--- config.mk ---
export PLATFORM = sky130hd
export DESIGN_NAME = step_pulse_gen
export DESIGN_NICKNAME = d
export VERILOG_FILES = /design/src/rtl/step_pulse_gen.sv
export SDC_FILE = /design/constraint.sdc
export NUM_CORES = 1
export LEC_CHECK = 0
export CELL_PAD_IN_SITES_DETAIL_PLACEMENT = 1
export CELL_PAD_IN_SITES_GLOBAL_PLACEMENT = 2
export CORE_UTILIZATION = 35
export DETAILED_ROUTE_END_ITERATION = 12
export GPL_TIMING_DRIVEN = 0
export MAX_ROUTING_LAYER = met4
export PLACE_DENSITY = 0.85
export SLEW_MARGIN = 5
export SYNTH_ARGS = -nofsm -noshare
export SYNTH_HDL_FRONTEND = slang
export SYNTH_SLANG_ARGS = --single-unit
--- constraint.sdc ---
create_clock -name clock -period 3 [get_ports clock]
set_clock_uncertainty 0.1 [all_clocks]
set_input_delay 0.3 -clock clock [delete_from_list [all_inputs] [get_ports clock]]
set_output_delay 0.3 -clock clock [all_outputs]
set_load 0.02 [all_outputs]
--- src/rtl/step_pulse_gen.sv ---
// Turns manual-clock toggles into one-cycle step enables in the system clock domain.
// In run mode it instead issues a step every RUN_DIV cycles, and it counts every step issued.
module step_pulse_gen #(
  parameter int SYNC_STAGES = 2,
  parameter int RUN_DIV     = 50_000_000,
  parameter int COUNT_W     = 16
) (
  input  logic               clock,
  input  logic               reset_n,
  input  logic               signal,
  input  logic               run_mode,
  input  logic               halt,
  input  logic               clear_count,
  output logic               step_en,
  output logic [COUNT_W-1:0] step_count,
  output logic               running
);

  localparam int WARM   = SYNC_STAGES + 1;
  localparam int WARM_W = $clog2(WARM + 1);
  localparam int DIV_W  = (RUN_DIV > 2) ? $clog2(RUN_DIV) : 1;

  typedef enum logic {IDLE, RUN} state_t;

  state_t               state_q, state_d;
  logic [SYNC_STAGES-1:0] sync_q;
  logic                 prev_q;
  logic                 press_q;
  logic [WARM_W-1:0]    warm_q;
  logic [DIV_W-1:0]     div_q, div_d;
  logic                 step_d;
  logic [COUNT_W-1:0]   count_d;

  logic sync_out;
  logic warm_done;
  logic press_ev;
  logic div_last;

  assign sync_out  = sync_q[SYNC_STAGES-1];
  assign warm_done = (warm_q == WARM_W'(WARM));
  assign press_ev  = warm_done && (sync_out != prev_q);
  assign div_last  = (div_q == DIV_W'(RUN_DIV - 1));

  // Presses are only latched in IDLE, so a press seen during RUN or halt never fires after exit.
  // NOTE: sequential state uses non-blocking assignments so every flop samples pre-edge values.
  always_ff @(posedge clock or negedge reset_n) begin
    if (!reset_n) begin
      sync_q  <= '0;
      prev_q  <= 1'b0;
      press_q <= 1'b0;
      warm_q  <= '0;
    end else begin
      sync_q  <= {sync_q[SYNC_STAGES-2:0], signal};
      prev_q  <= sync_out;
      press_q <= press_ev && (state_q == IDLE) && !halt;
      if (!warm_done) warm_q <= warm_q + 1'b1;
    end
  end

  // NOTE: every output of this block gets a default first, so no latch can be inferred.
  always_comb begin
    state_d = state_q;
    div_d   = div_q;
    step_d  = 1'b0;
    if (halt) begin
      state_d = IDLE;
      div_d   = '0;
    end else begin
      unique case (state_q)
        IDLE: begin
          step_d = press_q;
          if (run_mode) begin
            state_d = RUN;
            div_d   = '0;
          end
        end
        RUN: begin
          if (!run_mode) begin
            state_d = IDLE;
            div_d   = '0;
          end else begin
            step_d = div_last;
            div_d  = div_last ? '0 : div_q + 1'b1;
          end
        end
        default: state_d = IDLE;
      endcase
    end
  end

  // A step and a clear in the same cycle leave the count at one.
  always_comb begin
    count_d = step_count;
    if (step_d)           count_d = clear_count ? COUNT_W'(1) : step_count + 1'b1;
    else if (clear_count) count_d = '0;
  end

  always_ff @(posedge clock or negedge reset_n) begin
    if (!reset_n) begin
      state_q    <= IDLE;
      div_q      <= '0;
      step_en    <= 1'b0;
      step_count <= '0;
      running    <= 1'b0;
    end else begin
      state_q    <= state_d;
      div_q      <= div_d;
      step_en    <= step_d;
      step_count <= count_d;
      running    <= (state_d == RUN);
    end
  end

endmodule

Word-level counts from Yosys, hierarchy flattened
Index checks and enable logic that the tools add are counted.

cells by class
  $add $sub $neg = 3
  eq/ne operators = 4
  mux-type cells = 13
  bitwise gates (word level) = 1
  reductions and logical operators = 5

operators by type and width
  cell                   count
  $mux 26                4
  $pmux 26 s2            1
  $mux 16                3
  $add 26x1->26 const B  1
  $eq 26x26->1 const B   1
  $add 16x1->16 const B  1
  $mux 1                 4
  $logic_and 1x1->1      3
  $ne 3x3->1 const B     1
  $add 2x1->2 const B    1
  $eq 2x2->1 const B     1
  $pmux 1 s2             1
  $reduce_bool 2->1      1
  $logic_not 1->1        1
  $ne 1x1->1             1
  $not 1->1              1

storage, ports and cells
  flip-flop bits (word level) = 50
  input bits = 6
  output and inout port bits = 18
  logic and storage cells = 34

Longest topological paths before layout
Gate-level depths: netlist of the first run.

  depth after elaboration = 5
  gate-level depth with buffers = 8
  gate-level depth less buffers = 6

Worst setup path after synthesis of the first run
OpenSTA, ideal clock, no wires.

  path kind = register to register
  start = register div_q[16]
  end = register step_count[15]
  setup time = 0.125 ns
  arrival time = 2.294 ns
  data required time = 2.775 ns
  path slack = 0.481 ns
  cell stages (with the launch flop) = 8
  path buffers = 2
  period minus slack after synthesis = 2.519 ns
  path through = dfrtp_1 -> buf_2 -> or4_4 -> nor4_4 -> a32oi_2 -> buf_6 -> nor4_1 -> mux2_2

on the way
  cells in the longest elaborated chain, start to end = 5
  elaborated cells between the ends (all ways) = 6
  those cells by class = eq/ne (1); mux (4); reduce/logical (1)

RTL lines
  item                                                 RTL line  source
  start, declared                                      30        logic [DIV_W-1:0] div_q, div_d;
  start signal, assigned                               107       div_q <= div_d;
  $eq 26x26->1 (*)                                     42        assign div_last = (div_q == DIV_W'(RUN_DIV - 1));
  $mux 1 (*)                                           78        if (!run_mode) begin
  $pmux 1 s2 (*)                                       69        unique case (state_q)
  $mux 1 (*)                                           65        if (halt) begin
  $mux 16 / $reduce_bool 2->1 (equally long branches)  -
  end signal, assigned                                 109       step_count <= count_d;
  end, declared                                        15        output logic [COUNT_W-1:0] step_count,

Mark *: on every way between the ends. The rest lies on a longest branch, timed or not.
A chain may end at the register's enable or synchronous reset.

Final worst setup path of the first run
  start = register div_q[7]
  end = register step_count[15]

Same word-level chain as after synthesis.

==> results of run 1 <==
-- stage by stage --
step	TNS [ns]	total power, W	util	hold WS [ns]	cells
after floorplan	0	0.000734	-	-0.0956	287
after global placement	-5.94	0.000773	0.412	0.234	407
after detailed placement	-0.0189	0.000776	0.414	0.243	408
after CTS	0	0.00126	0.430	0.253	417
after global routing	0	0.00129	0.433	0.267	417
final	0	0.00124	0.433	0.255	417
-- state kept, by name (all words and copies together) (netlist names) --
name        flops
sync_q          2
state_q         1
step_en         1
press_q         1
div_q          26
prev_q          1
step_count     16
warm_q          2
-- synth_stat cells (3+ instances only) --
| cell | n | share of area |
|---|---|---|
| a21o_1 | 6 | 0.017 |
| or2_2 | 4 | 0.0093 |
| o21ai_0 | 11 | 0.021 |
| nor3_1 | 6 | 0.011 |
| nor2_1 | 15 | 0.021 |
| o31ai_1 | 11 | 0.031 |
| or4_1 | 11 | 0.031 |
| nand3_1 | 16 | 0.030 |
| a31oi_1 | 14 | 0.033 |
| xor2_1 | 4 | 0.013 |
| and4_1 | 4 | 0.013 |
| mux2i_1 | 3 | 0.011 |
| nand4_1 | 14 | 0.033 |
| dfrtp_1 | 50 | 0.47 |
| a21oi_1 | 27 | 0.050 |
| and3_1 | 3 | 0.0070 |
| or3_1 | 4 | 0.0093 |
| clkbuf_1 | 12 | 0.017 |
| xnor2_1 | 4 | 0.013 |
| inv_1 | 4 | 0.0056 |
| nand2_1 | 26 | 0.036 |
| ha_1 | 3 | 0.014 |
| nand2b_1 | 6 | 0.014 |
-- what timing repair did --
| action | 4_1_cts | 5_1_grt |
|---|---|---|
| pin swaps | 0 | 0 |
| buffers inserted | 0 | 0 |
| cloned | 0 | 0 |
| hold buffers | 1 | 0 |
| setup endpoints to repair | 1 | 13 |
| endpoints found under the hold margin | 24 | 0 |
| resized for setup | 1 | 2 |
-- layout make-up --
| cell class | count | area [sq um] |
|---|---|---|
| Buffer | 16 | 68.8 |
| Clock buffer | 7 | 76.3 |
| Clock inverter | 1 | 30.0 |
| Fill cell | 849 | 4160 |
| Inverter | 4 | 15.0 |
| Multi-Input combinational cell | 217 | 1370 |
| Sequential cell | 50 | 1250 |
| Tap cell | 99 | 124 |
| Timing Repair Buffer | 23 | 235 |
-- per-layer routing --
| layer | up-vias | global-route usage | part of all wire |
|---|---|---|---|
| met2 | 30 | 0.303 | 0.45 |
| met3 | 5 | 0.0305 | 0.023 |
| met1 | 1232 | 0.294 | 0.51 |
| met4 | 0 | 0.0519 | 0.011 |
| li1 | 1142 | - | - |
| met5 | - | - | 0 |
-- critical path, stage by stage, from the launching register on --
cell     delay [ns]
dfrtp_1        0.49
or4_4          0.58
nor4_4         0.39
a32oi_4        0.25
buf_6          0.20
nor4_2         0.39
mux2_2         0.38
-- worst max path at each step --
stage                    from              to  slack [ns]  cells after the start
finish               div_q[7]  step_count[15]        0.10                      6
global route         div_q[7]  step_count[15]       0.003                      6
CTS                  div_q[7]  step_count[15]        0.07                      6
detailed placement   div_q[7]  step_count[15]       -0.02                      6
global placement      reset_n       div_q[16]       -0.12                      1
floorplan           div_q[16]  step_count[15]        0.48                      7
-- power by group --
group | leakage [nW] | internal (W) | switching (W) | total (W)
Clock | 0.0524 | 0.000250 | 0.000227 | 0.000477
Combinational | 0.435 | 0.0000255 | 0.0000520 | 0.0000775
Sequential | 0.678 | 0.000679 | 0.00000596 | 0.000685
-- cells by family (layout without fill, tap and decap cells) --
| group | Yosys count | count (layout) |
|---|---|---|
| AO/OA/AOI/OAI | 79 | 79 |
| adder cells (fa/ha/maj) | 3 | 3 |
| AND/OR/NAND/NOR | 122 | 122 |
| flip-flops | 50 | 50 |
| multiplexers | 5 | 5 |
| XOR/XNOR | 8 | 8 |
| buffers and inverters | 20 | 51 |
==> impl_metrics.ini, run 1 <==
[yosys]
synth-compound-area-share = 0.185
synth-seq-area-share = 0.466
async_flop_share = 1.00
synthXorXnorAreaFrac = 0.0261
synth_fa_ha_area_frac = 0.0140
syn-cell-area_sq_mm = 0.00268
synth_seq_cells = 50
avgSynthCellArea_sq_um = 9.35
synth_top_family_by_area = simple AND/OR/NAND/NOR gates
ys.warnings.count = 0
synth_edf_count = 0
ys.flop_type = dfrtp_1
netlist_instances = 287
syn-num-nets = 296
synthSimpleGateAreaFrac = 0.258
yosysUniqueCellTypes = 42
synth_mux_area_frac = 0.0196

[timing]
layout_setup_ws_ns = 0.105
fmax_mhz = 345
setup_violations = 0
period_share = 0.965
max_slew_margin = 0.309
rsz0062_at_grt = no
maxSlewViolCount = 0
worstMarginPinSlew_ns = 1.03
report.final.hold_viol_count = 0
layout_min_cycle_time_ns = 2.90

[critical_path]
r2r_end = step_count[15]
crit_required_ns = 3.09
rrSetupSlack_ns = 0.10
worstPathArrival_ns = 2.99
worst_r2r_path_depth = 6
critPathKind = reg2reg
cp_max_fo = 10
startpoint_type = register
end_kind = register
r2r_start = div_q[7]

[run]
cap_violations = 0

[place]
pre_cts_slack_ns = -0.0189
io_buffers = 21
dp_hpwl_mm = 5.04
place.gp.congestion = 0.777
placed_area_sq_mm = 0.00303

[clock_tree]
clockBufferDepth = 2
cts.sinks = 50
root_buffer = clkbuf_8
cts_made_buffers = 5
clk_pin_slew_ns = 0.10
clkLatencyLatePin_ns = 0.30
h-tree-depth = 2
tritoncts = done

[finish]
layout_commonest_cell = dfrtp_1
drive_gt1_frac = 0.0692
final_cell_mix = 50 x dfrtp_1, 27 x a21oi_1, 26 x nand2_1
syn_to_final_growth_pct = 18.2
num_antenna_cells = 0
layout.nets = 326
fin_area_sq_mm = 0.00317

[floorplan]
die-area_sq_mm = 0.00802
io_pins = 24
initial_utilization = 0.366
die_w_microns = 89.6
die_h_microns = 89.6
coreArea_sq_mm = 0.00733
rows = 31

[min_path]
hold_start = clear_count
hold_path_end = step_count[4]
worstHoldPathCells = 2
holdCritPathClass = in2reg

[outcome]
status = finished clean

[route]
drt_pass1_iterations = 4
viasPerCell = 5.78
drt-total-wl_mm = 7.26
initialDrtViolationCount = 138
drc = 0
dr_total_vias = 2409
drtAntennaViolNets = 0
routedWlPerCell_microns = 17.4

[pwr]
power_density_mw_per_mm2 = 391
leakagePower_nw = 1.17
vdd_drop_max_v = 0.000289

[grt]
grtUsageTotal = 0.205
grt_pass1_vias = 2303
grt_pass1_wl_mm = 12.0
grt_max_degree = 27
grt_remaining_overflow = 0
antenna_found_initial = 0
Note: power is estimated with default switching activity, not from simulation.
==> run 2: changes to the inputs <==
- CORE_MARGIN: default -> 4
==> impl_metrics.ini, run 2 (synthesis gave the netlist of run 1 again) <==
[finish]
syn_to_final_growth_pct = 17.6
num_antenna_cells = 0
finalNonFillerCells = 418
drive_gt1_frac = 0.0752
top_register = div_q
fin_area_sq_mm = 0.00316
largestRegisters = div_q: 26 flops, step_count: 16 flops
multi_input_area_sq_mm = 0.00137
num-fill-cells = 871
final_cell_mix = 50 x dfrtp_1, 27 x a21oi_1, 26 x nand2_1
layout_commonest_cell = dfrtp_1
regArea_sq_mm = 0.00125
layout.nets = 327
largest_register_ffs = 26

[timing]
worstMarginPinSlew_ns = 0.984
layout_setup_ws_ns = 0.178
period_share = 0.941
report.final.hold_viol_count = 0
fmax_mhz = 354
layout_min_cycle_time_ns = 2.82
setup_violations = 0
max_slew_margin = 0.339
maxSlewViolCount = 0
rsz0062_at_grt = no

[run]
cap_violations = 0

[floorplan]
io_pins = 24
die_w_microns = 95.6
initial_utilization = 0.364
coreArea_sq_mm = 0.00737
die-area_sq_mm = 0.00913
rows = 31
die_h_microns = 95.6

[pwr]
switching_share = 0.257
leakagePower_nw = 1.16
p_comb_frac = 0.067
p_seq_frac = 0.585
vdd_drop_max_v = 0.000186
power_density_mw_per_mm2 = 371
p_int_w = 0.000869
report.power.total_w = 0.00117
switching_power_w = 0.000301
pwr-share-clk = 0.347

[critical_path]
r2r_end = step_count[13]
critPathKind = reg2reg
end_kind = register
cp_max_fo = 10
worst_r2r_path_depth = 8
critPathLaunch = div_q[7]
rrSetupSlack_ns = 0.18
r2r_start = div_q[7]
worstPathArrival_ns = 2.90
crit_required_ns = 3.08
startpoint_type = register
crit_end = step_count[13]

[clock_tree]
clk_pin_slew_ns = 0.10
clkLatencyLatePin_ns = 0.31
h-tree-depth = 2
tritoncts = done
cts_made_buffers = 5
cts.sinks = 50
root_buffer = clkbuf_8
clockBufferDepth = 2

[outcome]
status = finished clean

[place]
placed_area_sq_mm = 0.00303
io_buffers = 21
pre_cts_slack_ns = 0.0829
dp_hpwl_mm = 5.18
dp_cells = 408
place.gp.congestion = 0.796

[route]
initialDrtViolationCount = 118
drc = 0
drtAntennaViolNets = 0
drt-total-wl_mm = 7.31
drt_pass1_iterations = 4
viasPerCell = 5.69
dr_total_vias = 2379
routedWlPerCell_microns = 17.5

[grt]
grt_pass1_wl_mm = 12.5
grt_max_degree = 36
antenna_found_initial = 0
grt_remaining_overflow = 0
grtUsageTotal = 0.180
grt_pass1_vias = 2428

[min_path]
holdCritPathClass = in2reg
[run 2: cell types whose count changed in the layout (fill, tap and decap cells not counted)]
cell	delta
clkbuf_1	-2
clkinv_2	+1
nor4_2	-1
bufinv_16	-1
clkinv_4	+1
nor4_1	+1
buf_4	+1
clkinvlp_4	+1
[run 2: per-stage QoR]
stage          TNS [ns]  hold WS [ns]  utilization
6_report              0         0.254        0.428
5_1_grt               0         0.259        0.428
4_1_cts               0         0.234        0.425
3_5_place_dp          0         0.150        0.412
3_3_place_gp      -5.16         0.246        0.410
2_1_floorplan         0       -0.0956            -
[run 2: layout make-up]
type,instances,area share
Clock buffer,5,0.0218
Multi-Input combinational cell,217,0.432
Buffer,16,0.0218
Inverter,4,0.00476
Tap cell,99,0.0392
Clock inverter,3,0.00674
Timing Repair Buffer,24,0.0769
Sequential cell,50,0.396
[run 2: worst min-delay path by stage]
stage	start	to	slack [ns]	cells past startpoint
after floorplan	reset_n	div_q[0]	-0.1	0
after global routing	halt	div_q[6]	0.26	2
final	halt	div_q[6]	0.25	2
after CTS	halt	div_q[6]	0.23	2
after detailed placement	reset_n	warm_q[1]	0.15	1
after global placement	sync_q[0]	sync_q[1]	0.25	0
[run 2: worst max-delay path, stage by stage (launching register included)]
cell	delay [ns]
dfrtp_1	0.49
or4_4	0.59
nor4_4	0.29
buf_4	0.18
a32oi_4	0.17
buf_6	0.20
clkbuf_1	0.25
o31ai_1	0.31
a21oi_1	0.10
[run 2: layer usage]
layer  up-vias  wire, microns  global-route usage
met3         6            200              0.0260
met1      1203           3600               0.250
met2        27           3420               0.273
met5         -              0                   -
li1       1143              -                   -
met4         0             92              0.0533
[run 2: what timing repair did]
action,in CTS,in global routing
hold buffers,1,0
gates resized for setup,0,2
hold endpoints to repair,15,0
setup endpoints to repair,0,27
setup buffers,0,1
[run 2: power by group through the flow]
stage / clock network, W / logic [W] / registers (W)
after global routing: 0.000451 / 0.0000882 / 0.000687
final: 0.000406 / 0.0000788 / 0.000685
after detailed placement: 0 / 0.0000786 / 0.000698
after floorplan: 0 / 0.0000336 / 0.000701
after CTS: 0.000423 / 0.0000795 / 0.000685
after global placement: 0 / 0.0000748 / 0.000698
